==> src/rtl/imem_loader_if.sv <==
// Byte-stream handshake between a boot source and the loader.
// A byte moves when in_valid && in_ready at a rising edge.
interface imem_loader_if;
  logic       in_valid;
  logic [7:0] in_data;
  logic       in_ready;

  modport master (
    output in_valid,
    output in_data,
    input  in_ready
  );

  modport slave (
    input  in_valid,
    input  in_data,
    output in_ready
  );
endinterface

==> src/rtl/imem_loader.sv <==
// Boot-time instruction-memory writer: count, big-endian words, XOR csum.
// Holds the core stalled until the image is written and verified.
module imem_loader #(
  parameter int ADDR_WIDTH = 10,
  parameter int BASE_ADDR  = 0
) (
  input  logic                  clk,
  input  logic                  reset_n,
  imem_loader_if.slave          src,
  output logic                  imem_we,
  output logic [ADDR_WIDTH-1:0] imem_addr,
  output logic [31:0]           imem_wdata,
  output logic                  cpu_run,
  output logic                  done,
  output logic                  error,
  output logic [15:0]           words_loaded
);

  typedef enum logic [2:0] {
    HDR_HI,
    HDR_LO,
    DATA,
    CSUM,
    DONE,
    ERROR
  } state_t;

  localparam logic [ADDR_WIDTH-1:0] BASE =
    ADDR_WIDTH'(BASE_ADDR);
  localparam logic [16:0] MAX_N = 17'(1) << ADDR_WIDTH;

  state_t                state;
  logic [7:0]            n_hi;
  logic [15:0]           n_words;
  logic [23:0]           shreg;
  logic [1:0]            bcnt;
  logic [15:0]           wcnt;
  logic [7:0]            csum;
  logic [ADDR_WIDTH-1:0] waddr;
  logic                  hs;
  logic [15:0]           n_full;

  // Ready is low in the terminal states and while reset is held.
  assign src.in_ready = reset_n &&
    (state == HDR_HI || state == HDR_LO ||
     state == DATA   || state == CSUM);

  assign hs     = src.in_valid && src.in_ready;
  assign n_full = {n_hi, src.in_data};

  // Stream parser, word assembly, memory write and status registers.
  always_ff @(posedge clk or negedge reset_n) begin
    if (!reset_n) begin
      state        <= HDR_HI;
      n_hi         <= '0;
      n_words      <= '0;
      shreg        <= '0;
      bcnt         <= '0;
      wcnt         <= '0;
      csum         <= '0;
      waddr        <= BASE;
      imem_we      <= 1'b0;
      imem_addr    <= BASE;
      imem_wdata   <= '0;
      cpu_run      <= 1'b0;
      done         <= 1'b0;
      error        <= 1'b0;
      words_loaded <= '0;
    end else begin
      imem_we <= 1'b0;
      if (imem_we && words_loaded != 16'hFFFF)
        words_loaded <= words_loaded + 16'd1;
      if (hs) begin
        case (state)
          HDR_HI: begin
            n_hi  <= src.in_data;
            state <= HDR_LO;
          end
          HDR_LO: begin
            n_words <= n_full;
            if ({1'b0, n_full} > MAX_N) begin
              state <= ERROR;
              error <= 1'b1;
            end else if (n_full == 16'd0) begin
              state <= CSUM;
            end else begin
              state <= DATA;
            end
          end
          DATA: begin
            csum  <= csum ^ src.in_data;
            bcnt  <= bcnt + 2'd1;
            shreg <= {shreg[15:0], src.in_data};
            if (bcnt == 2'd3) begin
              imem_we    <= 1'b1;
              imem_wdata <= {shreg, src.in_data};
              imem_addr  <= waddr;
              waddr      <= waddr + 1'b1;
              wcnt       <= wcnt + 16'd1;
              if (wcnt == n_words - 16'd1)
                state <= CSUM;
            end
          end
          CSUM: begin
            if (src.in_data == csum) begin
              state   <= DONE;
              done    <= 1'b1;
              cpu_run <= 1'b1;
            end else begin
              state <= ERROR;
              error <= 1'b1;
            end
          end
          default: begin
            state <= state;
          end
        endcase
      end
    end
  end

endmodule

==> src/flat_wrapper.sv <==
// flat-port wrapper written by rule: the top's interface ports become plain ports
module imem_loader_flat 
#(
  parameter int ADDR_WIDTH = 10,
  parameter int BASE_ADDR  = 0
)
  (clk, reset_n, imem_we, imem_addr, imem_wdata, cpu_run, done, error, words_loaded, src_in_valid, src_in_data, src_in_ready);
  imem_loader_if src_i ();
  input  logic clk;
  input  logic reset_n;
  output logic imem_we;
  output logic [ADDR_WIDTH-1:0] imem_addr;
  output logic [31:0] imem_wdata;
  output logic cpu_run;
  output logic done;
  output logic error;
  output logic [15:0] words_loaded;
  input wire logic [$bits(src_i.in_valid)-1:0] src_in_valid;
  input wire logic [$bits(src_i.in_data)-1:0] src_in_data;
  output wire logic [$bits(src_i.in_ready)-1:0] src_in_ready;
  assign src_i.in_valid = src_in_valid;
  assign src_i.in_data = src_in_data;
  assign src_in_ready = src_i.in_ready;
  imem_loader #(.ADDR_WIDTH(ADDR_WIDTH), .BASE_ADDR(BASE_ADDR)) u_core (.clk(clk), .reset_n(reset_n), .src(src_i), .imem_we(imem_we), .imem_addr(imem_addr), .imem_wdata(imem_wdata), .cpu_run(cpu_run), .done(done), .error(error), .words_loaded(words_loaded));
endmodule
==> config.mk <==
export PLATFORM = sky130hd
export DESIGN_NAME = imem_loader_flat
export DESIGN_NICKNAME = d
export VERILOG_FILES = /design/src/rtl/imem_loader_if.sv /design/src/rtl/imem_loader.sv /design/src/flat_wrapper.sv
export SDC_FILE = /design/constraint.sdc
export NUM_CORES = 1
export LEC_CHECK = 0
export ABC_CLOCK_PERIOD_IN_PS = 3600
export CORE_MARGIN = 8
export CORE_UTILIZATION = 35
export DETAILED_ROUTE_END_ITERATION = 7
export HOLD_SLACK_MARGIN = 0.05
export SETUP_SLACK_MARGIN = 0.1
export SYNTH_ARGS = -nofsm -noshare
export SYNTH_HDL_FRONTEND = slang
export SYNTH_SLANG_ARGS = --single-unit
==> constraint.sdc <==
create_clock -name clk -period 3.6 [get_ports clk]
set_input_delay 0.72 -clock clk [delete_from_list [all_inputs] [get_ports clk]]
set_output_delay 0.72 -clock clk [all_outputs]
set_load 0.02 [all_outputs]
After elaboration in Yosys (flattened, before gate mapping)
Index checks and enable logic that the tools add are counted.

Output and inout bits: 63. Word-level logic and storage cells: 61. Input bits: 11. Register bits after elaboration: 148.

Add/sub/neg operators: 5. Magnitude comparators: 1. Bitwise logic cells: 1. Reduce and logical (&&, ||, !) cells: 17. Equal/unequal tests: 11. Mux-type cells: 12.

Operator list (count): 16-bit by 1-bit adder with 16-bit output (second input constant) (2); 16-bit equality test (1); 16-bit by 11-bit greater-than comparator with 1-bit output (second input constant) (1); 16-bit zero test (1); 16-bit != test (second input constant) (1); 16-bit by 1-bit subtractor with 16-bit output (second input constant) (1); 3-bit case mux with 4 select lines (1); 10-bit by 1-bit adder with 10-bit output (second input constant) (1); 3-bit 2-to-1 mux (3); 8-bit equality test (1); 2-bit != test (second input constant) (4); 4-bit AND reduction (2); 8-bit XOR (1); 1-bit 2-to-1 mux (7); 3-bit by 2-bit equality test with 1-bit output (second input constant) (2); 2-bit AND reduction (3); 3-bit AND reduction (2); 4-bit nonzero test (1); 3-bit by 1-bit equality test with 1-bit output (second input constant) (1); 1-bit logical AND (3); 3-bit zero test (1); 1-bit logical OR (3); 2-bit by 1-bit adder with 2-bit output (second input constant) (1); 2-bit equality test (second input constant) (1); other kinds (2) (2).

Depth between registers and ports, before layout
Word-level depth: 7. Mapped depth: 8. Gate-level depth less buffers: 8.

Least setup slack after synthesis
OpenSTA, ideal clock, no wires.

Path kind: register to register. From: reg u_core.n_words[2]. To: reg u_core.state[0]. Clock period less this slack: 2.616 ns. Stages on the path, launching flop included: 7. Setup slack: 0.984 ns. Setup time: 0.092 ns. Path buffers: 1. Arrival: 2.524 ns. Required time: 3.508 ns. Path through: dfrtp_1 buf_6 or4_4 or4_4 or4b_1 a32o_1 o31ai_2.

Word-level cells in the longest chain between the ends: 4.

Ends and longest elaborated chain: from (decl) (RTL line imem_loader.sv:34) `logic [15:0] n_words;`; from (signal assigned) (RTL line imem_loader.sv:80) `n_words <= n_full;`; 16-bit by 1-bit subtractor with 16-bit output (RTL line imem_loader.sv:100) `if (wcnt == n_words - 16'd1)`; 16-bit equality test (RTL line imem_loader.sv:100); 2-bit != test (no source line); 4-bit AND reduction (no source line); to (signal assigned) (RTL line imem_loader.sv:115) `state <= state;`; to (decl) (RTL line imem_loader.sv:32) `state_t state;`.

No other way between the ends. A chain may end at the register's enable or synchronous reset.

Worst setup path in the final report
Same ends and word-level chain as after synthesis.

==> results.sh <==
export IMPL_tightest_slew_ns=0.968
export IMPL_wire_length_of_the_first_global_routing_pass_um=24200
export IMPL_critical_path_type="register to register"
export IMPL_timing_critical_path_slowest_stage_cell="sky130_fd_sc_hd__or4_4"
export IMPL_grt_start_max_net_pins=79
export IMPL_number_of_instances_in_the_synthesized_netlist=556
export IMPL_max_fclk_mhz=368
export IMPL_grt_remaining_overflow=0
export IMPL_post_cts_repair_setup_buffers=0
export IMPL_first_global_vias=4632
export IMPL_max_stage_delay_ns=0.61
export IMPL_timing_critical_path_buf_inv=0
export IMPL_cellInternalPower_w=0.00305
export IMPL_postRouteAntennaNets=0
export IMPL_clockBufferDepth=2
export IMPL_fp_dieW_um=152
export IMPL_drive_gt1_frac=0.177
export IMPL_layout_worst_path_cycle_share=0.755
export IMPL_numCtsBuffers=17
export IMPL_timing_hold_worst_class="input port to async pin"
export IMPL_finalHoldViolations=0
export IMPL_clk_pin_slew_worst_paths_ns=0.07
export IMPL_design_core_area_um2=18100
export IMPL_crit_path_start_kind="register"
export IMPL_number_of_maximum_capacitance_constraint_violations=0
export IMPL_clock_tree_from_tritoncts="built"
export IMPL_cts_hold_buffers_added=0
export IMPL_post_dp_cell_area_um2=7470
export IMPL_cts_resized_gates=0
export IMPL_setup_worst_path_end_class="register"
export IMPL_cp_cell_sequence="or4_4, or4_4, or4b_1, a32o_1, o31ai_2"
export IMPL_placement_io_buffers=73
export IMPL_run_status="complete, no violations"
export IMPL_critPathRequiredTime_ns=3.93
export IMPL_cp_common_cell="sky130_fd_sc_hd__or4_4"
export IMPL_clock_power_share=0.435
export IMPL_cp_arrival_ns=3.05
export IMPL_post_synth_main_area_contributors="sky130_fd_sc_hd__dfrtp_1, sky130_fd_sc_hd__mux2_2, sky130_fd_sc_hd__xnor2_1"
export IMPL_powerDensity_nw_per_um2=512
export IMPL_max_slew_margin=0.355
export IMPL_dr_first_iter_drc_count=223
export IMPL_syn_avg_cell_area_um2=11.6
export IMPL_grt_antenna_before_repair=0
export IMPL_finish_net_count=653
export IMPL_dr_drc_count=0
export IMPL_sequentialPowerShare=0.453
export IMPL_postRouteWirelength_um=14300
export IMPL_layout_area_overhead_vs_synth_pct=24.7
export IMPL_standard_cell_row_count=49
export IMPL_ys_seq_area_frac=0.572
export IMPL_routed_wire_length_per_instance_um=16.3
export IMPL_gp_congestion=0.803
export IMPL_ys_types=44
export IMPL_detailed_routing_iteration_count_for_the_pre_antenna_repair_pass=4
export IMPL_cellLeakagePower_nw=3.75
export IMPL_die_area_um2=23100
export IMPL_timing_final_setup_violations=0
export IMPL_diodes=0
export IMPL_final_cell_count_no_fill=878
export IMPL_postSynthNetCount=572
export IMPL_clk_insertion_delay_late_ns=0.42
export IMPL_critical_path_peak_fanout=9
export IMPL_die_y_um=152
export IMPL_synth_area_leader_cell="sky130_fd_sc_hd__dfrtp_1"
export IMPL_combinationalPowerShare=0.111
export IMPL_syn_cell_area_um2=6470
export IMPL_yosys_register_bits=148
export IMPL_yosys_warnings=0
export IMPL_clk_root_buffer_cell="sky130_fd_sc_hd__clkbuf_16"
export IMPL_ios=74
export IMPL_floorplan_initialDensity=0.358
export IMPL_clock_skew_ns=0.0112
export IMPL_rsz0062_at_grt="false"
export IMPL_max_vdd_ir_drop_mv=0.319
export IMPL_place_hpwl_um=9870
export IMPL_hold_worst_slack_ns=0.148
export IMPL_period_minus_slack_ns=2.72
export IMPL_placed_cells=847
export IMPL_clock_sink_count=148
export IMPL_clock_tree_htree_level_count=4
export IMPL_synth_largest_type_area_fraction=0.572
export IMPL_sw_frac_of_total=0.262
export IMPL_final_area_um2=8070
export IMPL_cpLargestDelayFamily="simple AND/OR/NAND/NOR gates"
export IMPL_gr_usage_all_layers=0.128
export IMPL_power_switching_w=0.00108
export IMPL_totalNegativeSetupSlack_ns=0
export IMPL_routed_via_count=4445
export IMPL_finalMaxSlewViolations=0
export IMPL_dr_vias_cell=5.06
layer usage:
metal,up-vias,GRT usage,share of wire
met5,-,0,0
met1,2263,0.162,0.47
met2,93,0.204,0.47
met3,16,0.0403,0.046
met4,0,0.0438,0.013
li1,2073,-,-
final timing paths:
kind | startpoint | end | slack (ns) | cells past startpoint
max in group asynchronous | reset_n | u_core.words_loaded[9]$_DFFE_PN0P_ | 2.19 | 2
min reg2reg | u_core.shreg[22]$_DFFE_PN0P_ | u_core.shreg[22]$_DFFE_PN0P_ | 0.48 | 2
max | u_core.n_words[2]$_DFFE_PN0P_ | u_core.state[0]$_DFFE_PN0P_ | 0.88 | 5
min in group clk | u_core.shreg[22]$_DFFE_PN0P_ | u_core.shreg[22]$_DFFE_PN0P_ | 0.48 | 2
min | reset_n | u_core.imem_wdata[21]$_DFFE_PN0P_ | 0.15 | 1
max reg2reg | u_core.n_words[2]$_DFFE_PN0P_ | u_core.state[0]$_DFFE_PN0P_ | 0.88 | 5
layout by cell type (no fill, tap or decap), types with 4 or more instances in the layout:
cell,n
sky130_fd_sc_hd__xor2_1,20
sky130_fd_sc_hd__nand2_1,99
sky130_fd_sc_hd__inv_6,4
sky130_fd_sc_hd__nor3_1,9
sky130_fd_sc_hd__buf_4,8
sky130_fd_sc_hd__o21ai_0,6
sky130_fd_sc_hd__nor2_1,17
sky130_fd_sc_hd__clkbuf_16,17
sky130_fd_sc_hd__a21oi_1,4
sky130_fd_sc_hd__inv_1,12
sky130_fd_sc_hd__o211ai_1,5
sky130_fd_sc_hd__nand4_1,14
sky130_fd_sc_hd__xnor2_1,57
sky130_fd_sc_hd__mux2_2,66
sky130_fd_sc_hd__and3_1,5
sky130_fd_sc_hd__nor4_1,10
sky130_fd_sc_hd__ha_1,5
sky130_fd_sc_hd__dfrtp_1,148
sky130_fd_sc_hd__nand3_1,20
sky130_fd_sc_hd__clkdlybuf4s50_1,72
cell families (layout without fill, tap and decap cells):
kind of cell,after synthesis,in the layout,share of synthesized area
DFF,148,148,0.572
and+or+nand+nor,198,198,0.146
buffers and inverters,31,124,0.0197
xor gates and xnor gates,77,77,0.104
adders and majority gates,5,5,0.00966
AOI/OAI and AO/OA,31,31,0.0340
muxes,66,66,0.115
Yosys cell counts, drive strengths merged:
master and n:
dfrtp 148, nand2 99, mux2 66, xnor2 57, nand3 20, xor2 20, nor2 17, clkbuf 15
nand4 14, inv 12, nor4 10, nor3 9, o21ai 6, and3 5, ha 5, o211ai 5
a21oi 4, and2 4, buf 4, or4 4, a31oi 3, nor2b 3, o31ai 3, or2 3
or3 3, a41o 2, and3b 2, and4 2, o21a 2, a221o 1, a32o 1, nand3b 1
o2111ai 1, o21bai 1, o22ai 1, o31a 1, or2b 1, or4b 1
layout make-up:
class | instances | area [um^2]
Tap cell | 229 | 287
Fill cell | 1650 | 10000
Clock inverter | 12 | 146
Sequential cell | 148 | 3700
Clock buffer | 19 | 453
Inverter | 12 | 45.0
Multi-Input combinational cell | 377 | 2650
Timing Repair Buffer | 81 | 792
power by group through the flow:
| stage | logic (W) | clock network, W | registers [W] |
|---|---|---|---|
| floorplan | 0.000344 | 0 | 0.00186 |
| global placement | 0.000448 | 0 | 0.00190 |
| detailed placement | 0.000459 | 0 | 0.00190 |
| CTS | 0.000464 | 0.00184 | 0.00187 |
| global route | 0.000513 | 0.00191 | 0.00189 |
| finish | 0.000461 | 0.00180 | 0.00187 |
sequential cells by signal (all words and copies together), names as in the netlist:
name / cells
u_core.shreg: 24
u_core.state: 3
u_core.wcnt: 16
u_core.imem_we: 1
u_core.imem_addr: 10
u_core.cpu_run: 1
u_core.waddr: 10
u_core.imem_wdata: 32
u_core.error: 1
u_core.n_hi: 8
u_core.csum: 8
u_core.n_words: 16
u_core.bcnt: 2
u_core.words_loaded: 16
per-stage QoR:
step,power (W),worst slack [ns],utilization
after floorplan,0.00221,0.984,-
after global placement,0.00235,0.844,0.413
after detailed placement,0.00236,0.817,0.413
after CTS,0.00417,0.871,0.446
after global routing,0.00432,0.751,0.446
final,0.00413,0.882,0.446
Note: power is estimated with default switching activity, not from simulation.
